==> config.mk <==
export PLATFORM = sky130hd
export DESIGN_NAME = seg7_capture
export DESIGN_NICKNAME = d
export VERILOG_FILES = /design/src/rtl/seg7_capture.sv
export SDC_FILE = /design/constraint.sdc
export NUM_CORES = 1
export LEC_CHECK = 0
export CAP_MARGIN = 25
export CELL_PAD_IN_SITES_DETAIL_PLACEMENT = 0
export CELL_PAD_IN_SITES_GLOBAL_PLACEMENT = 2
export CORE_AREA = 4 4 75 94
export CTS_CLUSTER_DIAMETER = 120
export CTS_CLUSTER_SIZE = 10
export DETAILED_ROUTE_END_ITERATION = 10
export DIE_AREA = 0 0 79 98
export PLACE_DENSITY_LB_ADDON = 0.1
export SLEW_MARGIN = 25
export SYNTH_ARGS = -nofsm -noshare
export SYNTH_HDL_FRONTEND = slang
export SYNTH_SLANG_ARGS = --single-unit
==> constraint.sdc <==
create_clock -name clk_i -period 3.52 [get_ports clk_i]
set_input_delay 0.704 -clock clk_i [delete_from_list [all_inputs] [get_ports clk_i]]
set_output_delay 0.704 -clock clk_i [all_outputs]
set_load 0.02 [all_outputs]
==> src/rtl/seg7_capture.sv <==
// ----------------------------------------------------------------------------
// seg7_capture
//
// Reverse path of the multiplexed 7-segment display. The block samples the
// active-low segment bus and the active-low digit enables, and waits until
// the pair has been stable long enough to rule out glitches and ghosting
// during digit switches. It then decodes the pattern back to a BCD value and
// stores it for the digit that is currently enabled.
//
// Parameters
//   DIGITS     number of multiplexed digit positions (width of an_i), >= 1
//   STABLE_CYC consecutive identical samples needed before a commit, >= 2
//   CW         width of the stability counter; must be able to hold STABLE_CYC
//
// Ports
//   clk_i   in   1          clock, all logic on the rising edge
//   rst_i   in   1          synchronous reset, active-high, highest priority
//   seg_i   in   7          segment bus, active-low, bit6..bit0 = g..a
//   an_i    in   DIGITS     digit enables, active-low, one bit low when valid
//   clr_i   in   1          synchronous clear of the captured contents
//   dat_o   out  4*DIGITS   captured BCD, digit k at [4k+3:4k]
//   vld_o   out  DIGITS     bit k set when digit k holds a decoded 0-9
//   upd_o   out  1          one-cycle pulse on each successful commit
//   err_o   out  1          one-cycle pulse when a stable pattern is unknown
// ----------------------------------------------------------------------------
module seg7_capture #(
  parameter int DIGITS     = 4,
  parameter int STABLE_CYC = 8,
  parameter int CW         = 4
) (
  input  logic                  clk_i,
  input  logic                  rst_i,
  input  logic [6:0]            seg_i,
  input  logic [DIGITS-1:0]     an_i,
  input  logic                  clr_i,
  output logic [4*DIGITS-1:0]   dat_o,
  output logic [DIGITS-1:0]     vld_o,
  output logic                  upd_o,
  output logic                  err_o
);

  localparam logic [CW-1:0] CNT_MAX  = CW'(STABLE_CYC);
  localparam logic [CW-1:0] CNT_LAST = CW'(STABLE_CYC - 1);

  logic [6:0]        seg_s;
  logic [DIGITS-1:0] an_s;
  logic [CW-1:0]     cnt;

  logic       one_hot;
  logic       same;
  logic       commit;
  logic [3:0] dec_val;
  logic       dec_hit;
  logic       dec_blank;

  // The enable pattern counts as valid only with exactly one digit driven.
  // A digit switch that keeps the segment pattern still counts as a change,
  // because the enables take part in the comparison.
  always_comb begin
    one_hot = $onehot(~an_i);
    same    = ({seg_i, an_i} == {seg_s, an_s});
    commit  = one_hot && same && (cnt == CNT_LAST);
  end

  // Decode table matches what our display driver produces. Dash and blank
  // are legal "no number" patterns and are kept apart from real errors.
  always_comb begin
    dec_val   = 4'd0;
    dec_hit   = 1'b1;
    dec_blank = 1'b0;
    case (seg_i)
      7'b1000000: dec_val = 4'd0;
      7'b1111001: dec_val = 4'd1;
      7'b0100100: dec_val = 4'd2;
      7'b0110000: dec_val = 4'd3;
      7'b0011001: dec_val = 4'd4;
      7'b0010010: dec_val = 4'd5;
      7'b0000010: dec_val = 4'd6;
      7'b1111000: dec_val = 4'd7;
      7'b0000000: dec_val = 4'd8;
      7'b0011000: dec_val = 4'd9;
      7'b0111111,
      7'b1111111: begin
        dec_hit   = 1'b0;
        dec_blank = 1'b1;
      end
      default: dec_hit = 1'b0;
    endcase
  end

  // The counter saturates at STABLE_CYC, so the commit fires exactly once
  // per stable window, on the step from STABLE_CYC-1 to STABLE_CYC. Clear
  // resets the window and wins over a commit on the same edge.
  always_ff @(posedge clk_i) begin
    if (rst_i) begin
      seg_s <= 7'h7F;
      an_s  <= '1;
      cnt   <= '0;
      dat_o <= '0;
      vld_o <= '0;
      upd_o <= 1'b0;
      err_o <= 1'b0;
    end else begin
      seg_s <= seg_i;
      an_s  <= an_i;
      upd_o <= 1'b0;
      err_o <= 1'b0;
      if (clr_i) begin
        cnt   <= '0;
        dat_o <= '0;
        vld_o <= '0;
      end else begin
        if (!one_hot) begin
          cnt <= '0;
        end else if (!same) begin
          cnt <= CW'(1);
        end else if (cnt != CNT_MAX) begin
          cnt <= cnt + CW'(1);
        end

        if (commit) begin
          for (int k = 0; k < DIGITS; k++) begin
            if (!an_i[k]) begin
              if (dec_hit) begin
                dat_o[4*k +: 4] <= dec_val;
                vld_o[k]        <= 1'b1;
              end else begin
                vld_o[k]        <= 1'b0;
              end
            end
          end
          upd_o <= dec_hit || dec_blank;
          err_o <= !(dec_hit || dec_blank);
        end
      end
    end
  end

endmodule

==> results.txt, run 1 <==
Via count - 1555
CP Data Arrival Time - 3530 ps
Internal reg-to-reg setup slack - 1700 ps
Hold endpoint - dat_o[5]
WL/cell - 15.26 um
Worst Skew - 6.616 ps
Most frequent cells in the layout - dfxtp_1, clkdlybuf4s50_1, nand2_1, buf_4
Post-synthesis register bit count - 37
RSZ-0062 raised after global routing - false
Vias/cell - 4.726
Post-route clock period utilization - 0.9451
Combinational share of power - 0.117
Nature of the critical path startpoint - primary input
Hold/Removal Path Class - flip-flop to flip-flop
Fmax - 300.6 MHz
Yosys cell types - 42
CTS root buffer - clkbuf_8
Area of placed instances - 0.002402 mm2
Area of the core - 0.006166 mm2
Final core utilization - 0.4030
Mapped Cells - 195
Required time worst endpoint - 3730 ps
Post-synthesis sequential area ratio - 0.3978
Worst-Skew Late Latency - 290 ps
Met3 Wirelength - 202 um
Synth Warn # - 0
DRC viols - 0
Hold_buf cts - 0
First-pass GRT wire length - 8.231 mm
Outcome - completed
Number of global-route vias before repair - 1601
Nets - 262
Design area - 0.002485 mm2
Clock-pin slew on the worst setup and hold paths - 80 ps
Post-synth EDFFs - 0
TritonCTS clock tree - built
Place WS - -112.0 ps
CTS H-tree lvls - 2
Max cap viols - 0
First drt pass iteration count - 4
Largest net degree at the start of global routing - 21
Flop pwr share - 0.527
Ratio of cells with drive above 1 in the final layout - 0.1885
DIE WIDTH - 79 um
Worst R2R Start - seg_s[6]
Worst hold slack - 460.5 ps
Synth top area share - 0.3978
Final hold viol count - 0
R2R cell count - 7
Mapped cell area - 0.001862 mm2
Fillers - 662
Net Switching - 0.0002052 W
R2R Path End - dat_o[0]
Final Critical Period - 3327 ps
Antenna violations before repair - 0
Mean post-synth cell area - 9.548 um2
Pwr dens - 327.4 mW/mm2
Post-DP HPWL - 3.728 mm
Worst hold start - dat_o[5]
Worst-Margin Slew - 915.3 ps
Syn-to-layout area delta - 33.47%
Drt total wl - 5.022 mm
Syn nets - 214
FFs w/ async S/R, synth - 0
Lkg Pwr - 0.8598 nW
WHS Path Cells - 2
Main synth FF type - dfxtp_1
# resized after CTS - 0
Slew Limit Fails - 0
Crit. End Element - flip-flop
Peak VDD IR - 0.1970 mV
CTS buffer count - 5
Overall die area - 0.007742 mm2
Final Setup Violations - 0
Setup CP Type - primary input to flip-flop
Final total power - 0.0008137 W
P_int - 0.0006085 W
IO Count - 36
Global-route usage over all layers - 0.1349
Crit path max fanout - 8
Most common cell after layout, fill and taps aside - dfxtp_1
Largest cells by area after synthesis - dfxtp_1, mux2i_1, xor2_1
Clock power frac - 0.356
Maximum clock path buffer count - 2
IO Port Bufs - 35
Post-CTS setup buffer count - 0
Met2 wire len - 2.496 mm
Area leader, netlist - dfxtp_1
WL met1 - 2.226 mm
Sw Ratio - 0.2521
# diodes - 0
Rel. slew slack - 0.3857
Total grt overflow - 0
Initial Util - 0.3019
Iter 0 DRT Violations - 47
Num rows - 32
Clock tree sinks - 37
Post-route worst setup slack - 193.4 ps
Die Ht - 98 um
Max Used Layer - met4
GP Congestion - 0.7464
ANT nets after route - 0
[final cells by class]
class | count | area, um2 | area share
timing repair buffer | 54 | 493.0 | 0.1984
inverter | 6 | 22.52 | 0.009063
sequential | 37 | 740.7 | 0.2981
multi-input combinational | 139 | 1040 | 0.4184
tap | 85 | 106.4 | 0.04280
clock inverter | 2 | 10.01 | 0.004028
clock buffer | 6 | 72.57 | 0.02920
[sequential cells by signal (all words and copies together) (netlist names)]
signal  flops
dat_o      16
seg_s       7
an_s        4
cnt         4
vld_o       4
err_o       1
upd_o       1
[how the worst max path moves through the flow]
stage                     to  startpoint
floorplan           vld_o[0]     an_i[0]
global placement    dat_o[4]     an_i[0]
detailed placement  dat_o[7]     an_i[0]
CTS                 dat_o[0]     an_i[0]
global route        dat_o[0]     an_i[0]
finish              dat_o[0]     an_i[0]
[worst max-delay path, cell delays in order]
cell and delay (ps):
clkdlybuf4s50_1 460, fa_1 560, inv_1 40, ha_1 170, ha_1 260, nor3b_1 300
nand4b_2 130, buf_4 200, a2111oi_4 270, buf_4 200, mux2i_1 210
[power groups by stage]
stage / combinational [W] / clock [W] / sequential, W
floorplan: 0.0000548 / 0 / 0.000438
detailed placement: 0.0000968 / 0 / 0.000439
CTS: 0.0000974 / 0.000304 / 0.000429
finish: 0.0000953 / 0.000289 / 0.000429
global placement: 0.0000941 / 0 / 0.000438
global route: 0.000106 / 0.000318 / 0.000429
[layer usage]
layer / vias to the layer above / GRT usage
li1: 778 / -
met5: - / 0
met4: 0 / 0.05952
met2: 31 / 0.2270
met1: 737 / 0.1596
met3: 9 / 0.03506
[kinds of logic (layout without fill, tap and decap cells)]
family	Yosys count	after routing	synth area share
AOI/OAI and AO/OA	26	26	0.1465
DFF	37	37	0.3978
and+or+nand+nor	79	79	0.2298
buffers and inverters	19	68	0.04368
muxes	12	12	0.06452
adders and majority gates	5	5	0.03764
xor gates and xnor gates	17	17	0.07997
[synth_stat cells, types with 6 or more instances]
cell	count
or2_2	13
mux2i_1	12
clkbuf_1	9
xor2_1	13
inv_1	6
dfxtp_1	37
nand2_1	22
nor3_1	10
nor2_1	8
nand3_1	7
[through the flow]
| step | instances | setup TNS, ps |
|---|---|---|
| floorplan | 195 | 0 |
| global placement | 321 | -56.95 |
| detailed placement | 321 | -1441 |
| CTS | 329 | 0 |
| global route | 329 | 0 |
| finish | 329 | 0 |
(Power assumes the default switching activity.)
==> inputs of run 2 (changes only) <==
--- a/config.mk
+++ b/config.mk
@@ -13,6 +13,7 @@
 export CTS_CLUSTER_SIZE = 10
 export DETAILED_ROUTE_END_ITERATION = 10
 export DIE_AREA = 0 0 79 98
+export GPL_TIMING_DRIVEN = 0
 export PLACE_DENSITY_LB_ADDON = 0.1
 export SLEW_MARGIN = 25
 export SYNTH_ARGS = -nofsm -noshare
==> run 2 against run 1 <==
Maximum frequency is 1.1% lower. Final cell count down 3.3%. Register-to-register slack worse by 310 ps.
==> results.txt, run 2 (synthesized netlist as in run 1, its figures left out) <==
Outcome - completed (unchanged)
Dpl cells - 310 (was 321)
Post-DP HPWL - 3.504 mm (was 3.728 mm)
Internal reg-to-reg setup slack - 1390 ps (was 1700 ps)
DRC viols - 0 (unchanged)
Global-route usage over all layers - 0.1321 (was 0.1349)
Clock tree sinks - 37 (unchanged)
Worst R2R Start - seg_s[6] (unchanged)
Worst-Skew Late Latency - 290 ps (about the same)
CTS buffer count - 5 (unchanged)
CTS H-tree lvls - 2 (unchanged)
CP Data Arrival Time - 3530 ps (about the same)
Overall die area - 0.007742 mm2 (unchanged)
WL/cell - 14.82 um (was 15.26 um)
Flop pwr share - 0.535 (was 0.527)
Crit-path cells - dlygate4sd2_1 -> fa_1 -> inv_1 -> ha_1 -> ha_1 -> nor3b_2 -> nand4b_4 -> clkbuf_1 -> a2111oi_0 -> o2bb2ai_1 (was clkdlybuf4s50_1 -> fa_1 -> inv_1 -> ha_1 -> ha_1 -> nor3b_1 -> nand4b_2 -> buf_4 -> a2111oi_4 -> buf_4 -> mux2i_1)
DIE WIDTH - 79 um (unchanged)
Worst-Margin Slew - 878.1 ps (was 915.3 ps)
IO Port Bufs - 30 (was 35)
Top cell by count, worst path - ha_1
ANT nets after route - 0 (unchanged)
Startpoint of the most critical setup path - an_i[0] (unchanged)
Post-route clock period utilization - 0.9556 (was 0.9451)
Post-route worst setup slack - 156.2 ps (was 193.4 ps)
Crit path max fanout - 10 (was 8)
Number of flip-flops under the largest register name - 16 (unchanged)
# resized after CTS - 5 (was 0)
Vias/cell - 4.670 (was 4.726)
Clock-pin slew on the worst setup and hold paths - 70 ps (was 80 ps)
Ratio of cells with drive above 1 in the final layout - 0.1330 (was 0.1885)
TritonCTS clock tree - built (unchanged)
Drt total wl - 4.714 mm (was 5.022 mm)
Crit. path cell count - 10 (was 11)
Hold_buf cts - 0 (unchanged)
Largest net degree at the start of global routing - 12 (was 21)
Sw Ratio - 0.2526 (was 0.2521)
Final total power - 0.0008015 W (was 0.0008137 W)
Net Switching - 0.0002025 W (was 0.0002052 W)
CTS root buffer - clkbuf_8 (unchanged)
Setup CP Type - primary input to flip-flop (unchanged)
Nature of the critical path startpoint - primary input (unchanged)
Crit. End Element - flip-flop (unchanged)
R2R cell count - 6 (was 7)
Clock power frac - 0.358 (was 0.356)
Initial Util - 0.3019 (unchanged)
Number of global-route vias before repair - 1571 (was 1601)
First-pass GRT wire length - 7.976 mm (was 8.231 mm)
Die Ht - 98 um (unchanged)
Non-Filler Instances - 318 (was 329)
Registers with the most flip-flops - dat_o x16, seg_s x7 (unchanged)
Via count - 1485 (was 1555)
Fmax - 297.3 MHz (was 300.6 MHz)
Worst hold start - dat_o[5] (unchanged)
CP max-delay cell - fa_1 (unchanged)
Final hold viol count - 0 (unchanged)
Most common cell after layout, fill and taps aside - dfxtp_1 (unchanged)
Max cap viols - 0 (unchanged)
Maximum clock path buffer count - 2 (unchanged)
Final core utilization - 0.3829 (was 0.4030)
Buf/Inv on CP - 3 (was 4)
RSZ-0062 raised after global routing - false (unchanged)
Rel. slew slack - 0.4107 (was 0.3857)
Area of the core - 0.006166 mm2 (unchanged)
IO Count - 36 (unchanged)
Num rows - 32 (unchanged)
Peak VDD IR - 0.1812 mV (was 0.1970 mV)
GP Congestion - 0.7097 (was 0.7464)
Post-CTS setup buffer count - 0 (unchanged)
Total grt overflow - 0 (unchanged)
Lkg Pwr - 0.7937 nW (was 0.8598 nW)
Final Critical Period - 3364 ps (was 3327 ps)
First drt pass iteration count - 4 (unchanged)
Slew Limit Fails - 0 (unchanged)
Hold/Removal Path Class - flip-flop to flip-flop (unchanged)
Iter 0 DRT Violations - 48 (was 47)
Required time worst endpoint - 3690 ps (was 3730 ps)
Most frequent cells in the layout - dfxtp_1, clkdlybuf4s50_1, nand2_1, xor2_1, or2_2 (was dfxtp_1, clkdlybuf4s50_1, nand2_1, buf_4)
P_int - 0.0005990 W (was 0.0006085 W)
Pwr dens - 339.5 mW/mm2 (was 327.4 mW/mm2)
TNS Setup - 0 ps (unchanged)
CP max stage delay - 570 ps (was 560 ps)
Crit-path leading delay family - adder cells (unchanged)
Worst Skew - 3.532 ps (was 6.616 ps)
Nets - 251 (was 262)
# diodes - 0 (unchanged)
Syn-to-layout area delta - 26.81% (was 33.47%)
Place WS - -611.7 ps (was -112.0 ps)
Most flop-heavy register - dat_o (unchanged)
Critical path capture point - dat_o[14] (was dat_o[0])
Combinational share of power - 0.107 (was 0.117)
R2R Path End - dat_o[3] (was dat_o[0])
Final Setup Violations - 0 (unchanged)
Antenna violations before repair - 0 (unchanged)
run 2: changes by cell type in the layout (fill, tap and decap cells not counted), moves of 2 or more:
cell,previous run,this run
buf_2,0,2
buf_4,19,0
clkdlybuf4s50_1,35,27
dlygate4sd2_1,0,3
clkbuf_1,1,10
run 2: metal layers:
metal,vias up,wire length (um),track usage
met3,7,267,0.04244
met4,0,67,0.04365
met5,-,0,0
met1,695,2020,0.1590
li1,755,-,-
met2,28,2359,0.2205
run 2: power groups by stage:
stage / sequential (W) / clock, W / combinational, W
3_3_place_gp: 0.000438 / 0 / 0.0000830
5_1_grt: 0.000429 / 0.000318 / 0.0000966
4_1_cts: 0.000429 / 0.000300 / 0.0000872
2_1_floorplan: 0.000438 / 0 / 0.0000548
3_5_place_dp: 0.000439 / 0 / 0.0000856
6_report: 0.000429 / 0.000287 / 0.0000858
run 2: metrics by stage:
stage          instance area, um2  hold slack (ps)
3_3_place_gp                 2268            445.7
3_5_place_dp                 2268            444.9
4_1_cts                      2361            461.4
5_1_grt                      2361            480.9
6_report                     2361            459.1
2_1_floorplan                1862            525.7
run 2: worst min-delay path by stage:
| stage | to | slack [ps] | cells after the start |
|---|---|---|---|
| 2_1_floorplan | cnt[1] | 530 | 2 |
| 3_3_place_gp | dat_o[11] | 450 | 2 |
| 3_5_place_dp | dat_o[1] | 440 | 2 |
| 4_1_cts | dat_o[5] | 460 | 2 |
| 5_1_grt | dat_o[11] | 480 | 2 |
| 6_report | dat_o[5] | 460 | 2 |
run 2: final cells by class:
cell class                 count  area [um2]
fill                         676        3805
multi-input combinational    139        1054
sequential                    37       740.7
timing repair buffer          30       296.5
tap                           85       106.4
clock buffer                   6       72.57
buffer                        13       58.81
inverter                       6       22.52
clock inverter                 2       10.01
run 2: worst min-delay path, delay by kind of cell, from the launching register on:
| family | cells | cell delay, ps |
|---|---|---|
| DFF | 1 | 310 |
| and+or+nand+nor | 1 | 50 |
| muxes | 1 | 50 |
